`src/rtl/mem_port_arbiter.sv`:
```
// Round-robin arbiter sharing one synchronous single-port memory among five read
// channels and the flash write channel. Optional macro: MEM_ARB_VIDEO_PRIORITY_EN.
module mem_port_arbiter #(
    parameter int DATA_BITS   = 16,
    parameter int ADDR_BITS   = 16,
    parameter int MEM_LATENCY = 1
) (
    input  logic                     CLK,
    input  logic                     RST,
    input  logic [4:0]               rd_valid,
    input  logic [5*ADDR_BITS-1:0]   rd_addr,
    output logic [4:0]               rd_ready,
    output logic [DATA_BITS-1:0]     rd_data,
    input  logic                     fl_wvalid,
    input  logic [ADDR_BITS-1:0]     fl_addr,
    input  logic [DATA_BITS-1:0]     fl_wdata,
    output logic                     fl_wready,
    output logic [ADDR_BITS-1:0]     mem_addr,
    output logic [DATA_BITS-1:0]     mem_wdata,
    output logic                     mem_rd,
    output logic                     mem_wr,
    input  logic [DATA_BITS-1:0]     mem_rdata,
    output logic [2:0]               grant,
    output logic                     busy
);
    localparam int NCH = 6;
    localparam logic [2:0] LAT = 3'(MEM_LATENCY);

    typedef enum logic [1:0] {S_IDLE, S_ISSUE, S_WAIT, S_RESP} state_t;

    state_t               r_state, w_state_next;
    logic [2:0]           r_grant, w_grant_next;
    logic [4:0]           r_rd_ready, w_rd_ready_next;
    logic                 r_fl_wready, w_fl_wready_next;
    logic [DATA_BITS-1:0] r_rd_data, w_rd_data_next;
    logic [ADDR_BITS-1:0] r_mem_addr, w_mem_addr_next;
    logic [DATA_BITS-1:0] r_mem_wdata, w_mem_wdata_next;
    logic                 r_mem_rd, w_mem_rd_next;
    logic                 r_mem_wr, w_mem_wr_next;
    logic                 r_busy, w_busy_next;
    logic [2:0]           r_cnt, w_cnt_next;

    logic [5:0]           w_req;
    logic [ADDR_BITS-1:0] w_addr_ch [NCH];
    logic                 w_found;
    logic [2:0]           w_winner;
    logic                 w_take;

    assign w_req  = {fl_wvalid, rd_valid};
    assign w_take = (r_state == S_IDLE) && w_found;

    for (genvar gi = 0; gi < NCH; gi++) begin : g_addr
        if (gi < 5) begin : g_rd
            assign w_addr_ch[gi] = rd_addr[gi*ADDR_BITS +: ADDR_BITS];
        end else begin : g_fl
            assign w_addr_ch[gi] = fl_addr;
        end
    end

`ifdef MEM_ARB_VIDEO_PRIORITY_EN
    // Video class (0..3) always beats the aux class (4..5); each class rotates on its own.
    logic [1:0] r_rr_vid;
    logic       r_rr_aux;
    logic [3:0] w_vreq;
    logic [1:0] w_vcand [4];

    assign w_vreq = w_req[3:0];

    for (genvar gi = 0; gi < 4; gi++) begin : g_vcand
        assign w_vcand[gi] = r_rr_vid + 2'(gi + 1);
    end

    always_comb begin
        w_found  = 1'b0;
        w_winner = 3'd0;
        if (w_req[5:4] != 2'b00) begin
            w_found = 1'b1;
            if (r_rr_aux) w_winner = w_req[4] ? 3'd4 : 3'd5;
            else          w_winner = w_req[5] ? 3'd5 : 3'd4;
        end
        for (int k = 3; k >= 0; k--) begin
            if (w_vreq[w_vcand[k]]) begin
                w_found  = 1'b1;
                w_winner = {1'b0, w_vcand[k]};
            end
        end
    end

    always_ff @(posedge CLK) begin
        if (RST) begin
            r_rr_vid <= 2'd3;
            r_rr_aux <= 1'b1;
        end else if (w_take) begin
            if (w_winner[2]) r_rr_aux <= w_winner[0];
            else             r_rr_vid <= w_winner[1:0];
        end
    end
`else
    logic [2:0] r_rr_ptr;
    logic [2:0] w_cand [NCH];

    // Candidate gi is the channel gi+1 places after the last winner, modulo 6.
    for (genvar gi = 0; gi < NCH; gi++) begin : g_cand
        logic [3:0] w_sum;
        assign w_sum       = {1'b0, r_rr_ptr} + 4'(gi + 1);
        assign w_cand[gi]  = (w_sum >= 4'd6) ? 3'(w_sum - 4'd6) : w_sum[2:0];
    end

    always_comb begin
        w_found  = 1'b0;
        w_winner = 3'd0;
        for (int k = NCH - 1; k >= 0; k--) begin
            if (w_req[w_cand[k]]) begin
                w_found  = 1'b1;
                w_winner = w_cand[k];
            end
        end
    end

    always_ff @(posedge CLK) begin
        if (RST)         r_rr_ptr <= 3'd5;
        else if (w_take) r_rr_ptr <= w_winner;
    end
`endif

    always_comb begin
        w_state_next     = r_state;
        w_grant_next     = r_grant;
        w_rd_ready_next  = 5'd0;
        w_fl_wready_next = 1'b0;
        w_rd_data_next   = r_rd_data;
        w_mem_addr_next  = r_mem_addr;
        w_mem_wdata_next = r_mem_wdata;
        w_mem_rd_next    = 1'b0;
        w_mem_wr_next    = 1'b0;
        w_cnt_next       = r_cnt;
        case (r_state)
            S_IDLE: begin
                if (w_found) begin
                    w_state_next    = S_ISSUE;
                    w_grant_next    = w_winner;
                    w_mem_addr_next = w_addr_ch[w_winner];
                    if (w_winner == 3'd5) begin
                        w_mem_wdata_next = fl_wdata;
                        w_mem_wr_next    = 1'b1;
                    end else begin
                        w_mem_rd_next    = 1'b1;
                    end
                end
            end
            S_ISSUE: begin
                if (r_grant == 3'd5) begin
                    w_state_next     = S_RESP;
                    w_fl_wready_next = 1'b1;
                end else begin
                    w_state_next = S_WAIT;
                    w_cnt_next   = LAT;
                end
            end
            S_WAIT: begin
                // Data is sampled on the edge that closes the last WAIT cycle.
                if (r_cnt == 3'd1) begin
                    w_state_next    = S_RESP;
                    w_rd_data_next  = mem_rdata;
                    w_rd_ready_next = 5'd1 << r_grant;
                end else begin
                    w_cnt_next = r_cnt - 3'd1;
                end
            end
            S_RESP: begin
                w_state_next = S_IDLE;
                w_grant_next = 3'd7;
            end
            default: begin
                w_state_next = S_IDLE;
                w_grant_next = 3'd7;
            end
        endcase
        w_busy_next = (w_state_next != S_IDLE);
    end

    always_ff @(posedge CLK) begin
        if (RST) begin
            r_state     <= S_IDLE;
            r_grant     <= 3'd7;
            r_rd_ready  <= 5'd0;
            r_fl_wready <= 1'b0;
            r_rd_data   <= '0;
            r_mem_addr  <= '0;
            r_mem_wdata <= '0;
            r_mem_rd    <= 1'b0;
            r_mem_wr    <= 1'b0;
            r_busy      <= 1'b0;
            r_cnt       <= 3'd0;
        end else begin
            r_state     <= w_state_next;
            r_grant     <= w_grant_next;
            r_rd_ready  <= w_rd_ready_next;
            r_fl_wready <= w_fl_wready_next;
            r_rd_data   <= w_rd_data_next;
            r_mem_addr  <= w_mem_addr_next;
            r_mem_wdata <= w_mem_wdata_next;
            r_mem_rd    <= w_mem_rd_next;
            r_mem_wr    <= w_mem_wr_next;
            r_busy      <= w_busy_next;
            r_cnt       <= w_cnt_next;
        end
    end

    assign rd_ready  = r_rd_ready;
    assign rd_data   = r_rd_data;
    assign fl_wready = r_fl_wready;
    assign mem_addr  = r_mem_addr;
    assign mem_wdata = r_mem_wdata;
    assign mem_rd    = r_mem_rd;
    assign mem_wr    = r_mem_wr;
    assign grant     = r_grant;
    assign busy      = r_busy;
endmodule

```
`config.mk`:
```
export PLATFORM = sky130hd
export DESIGN_NAME = mem_port_arbiter
export DESIGN_NICKNAME = d
export VERILOG_FILES = /design/src/rtl/mem_port_arbiter.sv
export SDC_FILE = /design/constraint.sdc
export NUM_CORES = 1
export LEC_CHECK = 0
export ABC_AREA = 1
export CAP_MARGIN = 25
export CORE_MARGIN = 4
export CORE_UTILIZATION = 29
export CTS_BUF_LIST = sky130_fd_sc_hd__clkbuf_4 sky130_fd_sc_hd__clkbuf_8
export DETAILED_ROUTE_END_ITERATION = 16
export SLEW_MARGIN = 20
export SYNTH_ARGS = -nofsm -noshare
export SYNTH_HDL_FRONTEND = slang
export SYNTH_SLANG_ARGS = --single-unit
export TNS_END_PERCENT = 100
```
`constraint.sdc`:
```
create_clock -name CLK -period 2.6 [get_ports CLK]
set_clock_uncertainty 0.1 [all_clocks]
set_input_delay 0.52 -clock CLK [delete_from_list [all_inputs] [get_ports CLK]]
set_output_delay 0.52 -clock CLK [all_outputs]
set_load 0.02 [all_outputs]
```
After elaboration in Yosys (flattened, before gate mapping)
Index checks and enable logic that the tools add are counted.
{"block": "totals", "out_inout_bits": 60, "elab_cells": 112, "ff_bits": 68}
{"block": "classes", "n_reduce_logical": 13, "n_shift": 1, "n_eq_ne": 9, "magnitude_cmp": 13, "n_mux": 45, "addsub": 13, "bitwise": 6}
{"cell": "16-bit binary-select mux with 3-bit select", "count": 1}
{"cell": "3-bit two-way mux", "count": 15}
{"cell": "16-bit two-way mux", "count": 2}
{"cell": "4-bit by 3-bit greater-or-equal comparator with 1-bit output, second input constant", "count": 6}
{"cell": "3-bit by 4-bit < comparator with 1-bit output, second input constant", "count": 6}
{"cell": "1-bit binary-select mux with 3-bit select", "count": 6}
{"cell": "3-bit subtractor, second input constant", "count": 6}
{"cell": "1-bit two-way mux", "count": 16}
{"cell": "3-bit by 3-bit adder with 4-bit output, second input constant", "count": 3}
{"cell": "3-bit one-hot mux with 2 select lines", "count": 2}
{"cell": "3-bit by 2-bit adder with 4-bit output, second input constant", "count": 2}
{"cell": "2-bit one-hot mux with 4 select lines", "count": 1}
{"cell": "3-bit == test, second input constant", "count": 2}
{"cell": "2-bit != test, second input constant", "count": 3}
{"cell": "2-bit AND reduction", "count": 3}
{"cell": "3-bit AND reduction", "count": 2}
{"cell": "2-bit nonzero test", "count": 3}
{"cell": "3-bit OR reduction", "count": 2}
{"cell": "1-bit inverter", "count": 5}
{"cell": "1-bit by 3-bit << shifter with 5-bit output, first input constant", "count": 1}
{"cell": "3-bit by 1-bit adder with 4-bit output, second input constant", "count": 1}
{"cell": "2-bit == test, second input constant", "count": 2}
{"cell": "4-bit greater-or-equal comparator, second input constant", "count": 1}
{"cell": "2-bit two-way mux", "count": 2}
{"cell": "7 further kinds", "count": 7}

Logic depth before layout (Yosys ltp)
{"block": "logic_depth", "depth_word": 15, "depth_mapped": 23, "mapped_depth_nobuf": 21}

Worst setup path before layout
Ideal clock, no wire load.
{"block": "synth_path", "kind": "register -> register", "from": "register r_rr_ptr[1]", "to": "register r_mem_wdata[7], in the netlist mem_wdata[7]", "slack_ps": -147, "period_less_slack_ps": 2747, "t_required_ps": 2368, "path_stages_with_launch": 19, "arrival_time_ps": 2515, "path_cell_list": "dfxtp_1 -> inv_1 -> ha_1 -> inv_1 -> nand3_1 -> nand2_1 -> o21ai_2 -> nand2_1 -> nor2_4 -> nor2_8 -> inv_4 -> nor2_1 -> nand2_2 -> nand2_4 -> nor2_8 -> nand2_4 -> buf_4 -> nand2_1 -> a21oi_1"}
{"block": "synth_via", "elab_chain_len": 13, "word_cells_on_any_way": 50, "classes_between": "add/sub: 12; order compare: 6; eq/ne: 1; mux: 30; reduce/logical: 1"}
{"item": "start, declared", "line_no": "99", "rtl": "logic [2:0] r_rr_ptr;"}
{"item": "start signal, assigned", "line_no": "122", "rtl": "else if (w_take) r_rr_ptr <= w_winner;"}
{"item": "3-bit by 3-bit adder with 4-bit output", "line_no": "105", "rtl": "assign w_sum = {1'b0, r_rr_ptr} + 4'(gi + 1);"}
{"item": "4-bit by 3-bit greater-or-equal comparator with 1-bit output / 3-bit subtractor (equally long branches)", "line_no": "106", "rtl": "assign w_cand[gi] = (w_sum >= 4'd6) ? 3'(w_sum - 4'd6) : w_sum[2:0];"}
{"item": "3-bit two-way mux", "line_no": "106"}
{"item": "1-bit binary-select mux with 3-bit select", "line_no": "113", "rtl": "if (w_req[w_cand[k]]) begin"}
{"item": "1-bit two-way mux (implied by the code)", "line_no": "113"}
{"item": "3-bit two-way mux (6 in series)", "line_no": "113"}
{"item": "3-bit == test", "line_no": "143", "rtl": "if (w_winner == 3'd5) begin"}
{"item": "3-bit AND reduction (no line) *"}
{"item": "end signal, assigned", "line_no": "202", "rtl": "r_mem_wdata <= w_mem_wdata_next;"}
{"item": "end, declared", "line_no": "37", "rtl": "logic [DATA_BITS-1:0] r_mem_wdata, w_mem_wdata_next;"}
Every way passes the cells marked *; elsewhere a longest branch is shown, timed or not. The select of a mux whose other input is x is not followed.
A chain may end at the register's enable or synchronous reset.

Worst setup path in the final report
{"block": "layout_path", "from": "register r_rr_ptr[0]", "to": "register r_mem_addr[9], in the netlist mem_addr[9]"}
{"block": "layout_via", "elab_chain_len": 15, "word_cells_on_any_way": 53, "classes_between": "add/sub: 12; order compare: 6; mux: 33; bitwise: 1; reduce/logical: 1"}
{"item": "3-bit by 3-bit adder with 4-bit output", "line_no": "105"}
{"item": "4-bit by 3-bit greater-or-equal comparator with 1-bit output / 3-bit subtractor (equally long branches)", "line_no": "106"}
{"item": "3-bit two-way mux", "line_no": "106"}
{"item": "1-bit binary-select mux with 3-bit select", "line_no": "113"}
{"item": "1-bit two-way mux (implied by the code)", "line_no": "113"}
{"item": "3-bit two-way mux (6 in series)", "line_no": "113"}
{"item": "3-bit inverter with 4-bit output (implied by the code)", "line_no": "142", "rtl": "w_mem_addr_next = w_addr_ch[w_winner];"}
{"item": "16-bit binary-select mux with 3-bit select", "line_no": "142"}
{"item": "16-bit two-way mux (implied by the code) (2 in series)", "line_no": "142"}
{"item": "end signal, assigned", "line_no": "201", "rtl": "r_mem_addr <= w_mem_addr_next;"}
{"item": "end, declared", "line_no": "36", "rtl": "logic [ADDR_BITS-1:0] r_mem_addr, w_mem_addr_next;"}
Several ways; a longest one is shown, not always the timed one. The select of a mux whose other input is x is not followed.

==> results.cfg <==
[status]
status = complete, but fails checks
violations = setup timing

[critical_path]
worstPathCellList = inv_4, ha_4, buf_6, o21ai_1, o21ai_1, nand2_1, nor2_2, nor2_2, buf_4, o21a_1, nand2_1, nand2_2, nand2_2, o21ai_4, clkbuf_16, nand3_4, nand3_2, a21oi_2
critPathMaxFanout = 8
cp-end-kind = flop
path_delay_family = simple AND/OR/NAND/NOR gates
worstPathRequired_ns = 2.75
cpPeakStageDelay_ns = 0.42
critical_path_arrival_ns = 2.87
crit_buf_inv = 4
path_class = flop to flop
cp_slowest_cell = dfxtp_4
worstSetupStartpointType = flop

[global_route]
grt_first_pass_wirelength_um = 27600
globalRouteMet3Util_pct = 4.33
grt-ovfl-total = 0
first_global_vias = 5304
grt_max_degree = 42
met1_usage_pct = 26.1
antenna_found_initial = 1
grtUsageMet2_pct = 35.5
top_usage_layer = met2
grt_usage_pct = 20.9

[flow_run]
maxCapViolations = 0

[clocking]
clkTransAtPathRegs_ns = 0.07
htreeDepth = 3
cts_sinks = 68
cts_tree = yes
cts_root_buf = clkbuf_8
clock_path_buffers = 2
cts_buffers = 9
worstSkewPairLatency_ns = 0.36

[timing]
timing.slew.headroom_pct = 48.8
timing_hold_violations_final = 0
drv_slew = 0
setup_viol = 34
worst_pin_slew_ns = 0.768
timing.fmax_mhz = 368
finalCritPeriodShare_pct = 104
finalCriticalPeriod_ns = 2.71
rsz0062_at_grt = yes
fin_ws_ns = -0.114

[synthesis]
avgSynthCellArea_um2 = 6.49
syn-cell-area_um2 = 4280
async_reset_ff_share_pct = 0
muxShareOfSynthArea_pct = 0
synth_compound_area_share_pct = 15.3
synth-adder-area-share_pct = 4.68
synth_top_family_by_area = simple AND/OR/NAND/NOR gates
synthFlopType = dfxtp_1
netlist-cell-type-count = 35
ys_warn_count = 0
synth_nets = 811
synth_edf_count = 0
ys_ff_latch = 68
synthSimpleGateAreaFrac_pct = 39.3
syn_inst = 659
synthXorXnorAreaFrac_pct = 0.205
ys_seq_area_share_pct = 31.8

[route]
vias = 5486
drc = 0
ant_nets = 0
wl_per_cell_um = 16.6
finalWirelength_um = 18500
via_per_inst = 4.92
firstDrtPassIters = 5
drt_iter0_drc = 269

[place]
gp_congestion = 0.854
dpl.hpwl_um = 12400
io_buffers = 195
place_ws_ns = -0.348

[die]
rows = 44
io_pins = 196
dieArea_um2 = 16700
die_w_um = 129
initial_core_util_pct = 29.5
die_h_um = 129
core_um2 = 14500

[cells_and_area]
areaGrowthSynthToFinish_pct = 93.2
drive_gt1_share_pct = 29.5
nets = 1081
nFillCells = 1348

[min_path]
hold_path_class = flop to flop
## routing by layer
metal	vias to the layer above	share of wire (%)
li1	2722	-
met1	2566	42
met2	156	50
met3	42	5.5
met4	0	3.1
met5	-	0
## flip-flops by register name, indices dropped and copies added (netlist names)
register and flops:
mem_wr 1, r_cnt 3, fl_wready 1, mem_wdata 16
busy 1, grant 3, r_state 2, r_rr_ptr 3
mem_addr 16, rd_ready 5, mem_rd 1, rd_data 16
## worst reg2reg max path, cell delays in order (launching register included)
cell and delay (ns):
dfxtp_4 0.42, inv_4 0.05, ha_4 0.26, buf_6 0.13, o21ai_1 0.14, o21ai_1 0.11
nand2_1 0.08, nor2_2 0.05, nor2_2 0.13, buf_4 0.14, o21a_1 0.12, nand2_1 0.07
nand2_2 0.11, nand2_2 0.07, o21ai_4 0.14, clkbuf_16 0.25, nand3_4 0.08, nand3_2 0.09
a21oi_2 0.06
## cell usage after synthesis, types with 3 or more instances
master	count	share of area, %
nand2_1	202	18
nand3_1	118	14
a21oi_1	70	8.2
dfxtp_1	68	32
inv_1	38	3.3
o21ai_0	32	3.7
nor2_1	22	1.9
buf_2	16	1.9
ha_1	16	4.7
clkbuf_1	11	0.97
nand2_2	7	1.0
o21ai_1	7	0.82
nor3_1	6	0.70
buf_4	5	0.88
inv_2	5	0.44
nand2_4	5	1.3
nand4_1	5	0.73
buf_6	3	0.79
nor2_2	3	0.44
## kinds of logic after synthesis
group / after synthesis
buffers and inverters: 81
XOR/XNOR: 1
AO/OA/AOI/OAI: 120
flip-flops: 68
adder cells (fa/ha/maj): 16
AND/OR/NAND/NOR: 373
## cell usage in the layout (no fill, tap or decap), types with 13 or more instances in the layout
master	Yosys	layout
a21oi_2	0	19
a21oi_1	70	51
dfxtp_1	68	65
o21ai_1	7	24
nand2_2	7	35
nor2_1	22	16
nand3_2	1	48
o21ai_0	32	13
inv_1	38	30
nand3_1	118	68
clkdlybuf4s50_1	0	194
nand2_1	202	168
buf_4	5	61
## final timing paths
check / startpoint / to / slack, ns / cells after the start
min reg2reg: mem_wdata[10] / mem_wdata[10] / 0.36 / 2
max: r_rr_ptr[0] / mem_addr[9] / -0.11 / 18
min: mem_wdata[10] / mem_wdata[10] / 0.36 / 2
max reg2reg: r_rr_ptr[0] / mem_addr[9] / -0.11 / 18
## cell type report
class | instances | area, µm² | share of cell area (%)
well taps | 184 | 230 | 2.79
clock buffers | 10 | 131 | 1.59
diodes | 1 | 2.50 | 0.0303
repair buffers | 294 | 3120 | 37.8
multi-input cells | 511 | 3190 | 38.6
inverters | 45 | 191 | 2.32
clock inverters | 3 | 17.5 | 0.212
flip-flops and latches | 68 | 1370 | 16.6
## repair_timing
action	CTS	global route
pin swaps	39	43
cloned	6	7
hold buffers	0	0
resized for setup	103	104
endpoints found under the setup margin	42	42
buffers inserted	16	4
## through the flow
| step | area [µm²] | cells | utilization, % | TNS, ns | hold slack [ns] |
|---|---|---|---|---|---|
| floorplan | 4290 | 659 | - | 0 | 0.353 |
| global placement | 6880 | 1070 | 47.5 | -11.09 | 0.350 |
| detailed placement | 6880 | 1070 | 47.5 | -11.93 | 0.352 |
| CTS | 7710 | 1105 | 53.2 | -0.0186 | 0.364 |
| global route | 8260 | 1116 | 57.1 | -8.21 | 0.387 |
| finish | 8260 | 1116 | 57.1 | -1.69 | 0.364 |
Power is not shown: default switching activity piles up to over one toggle a cycle in this logic, so the estimate is an artifact.
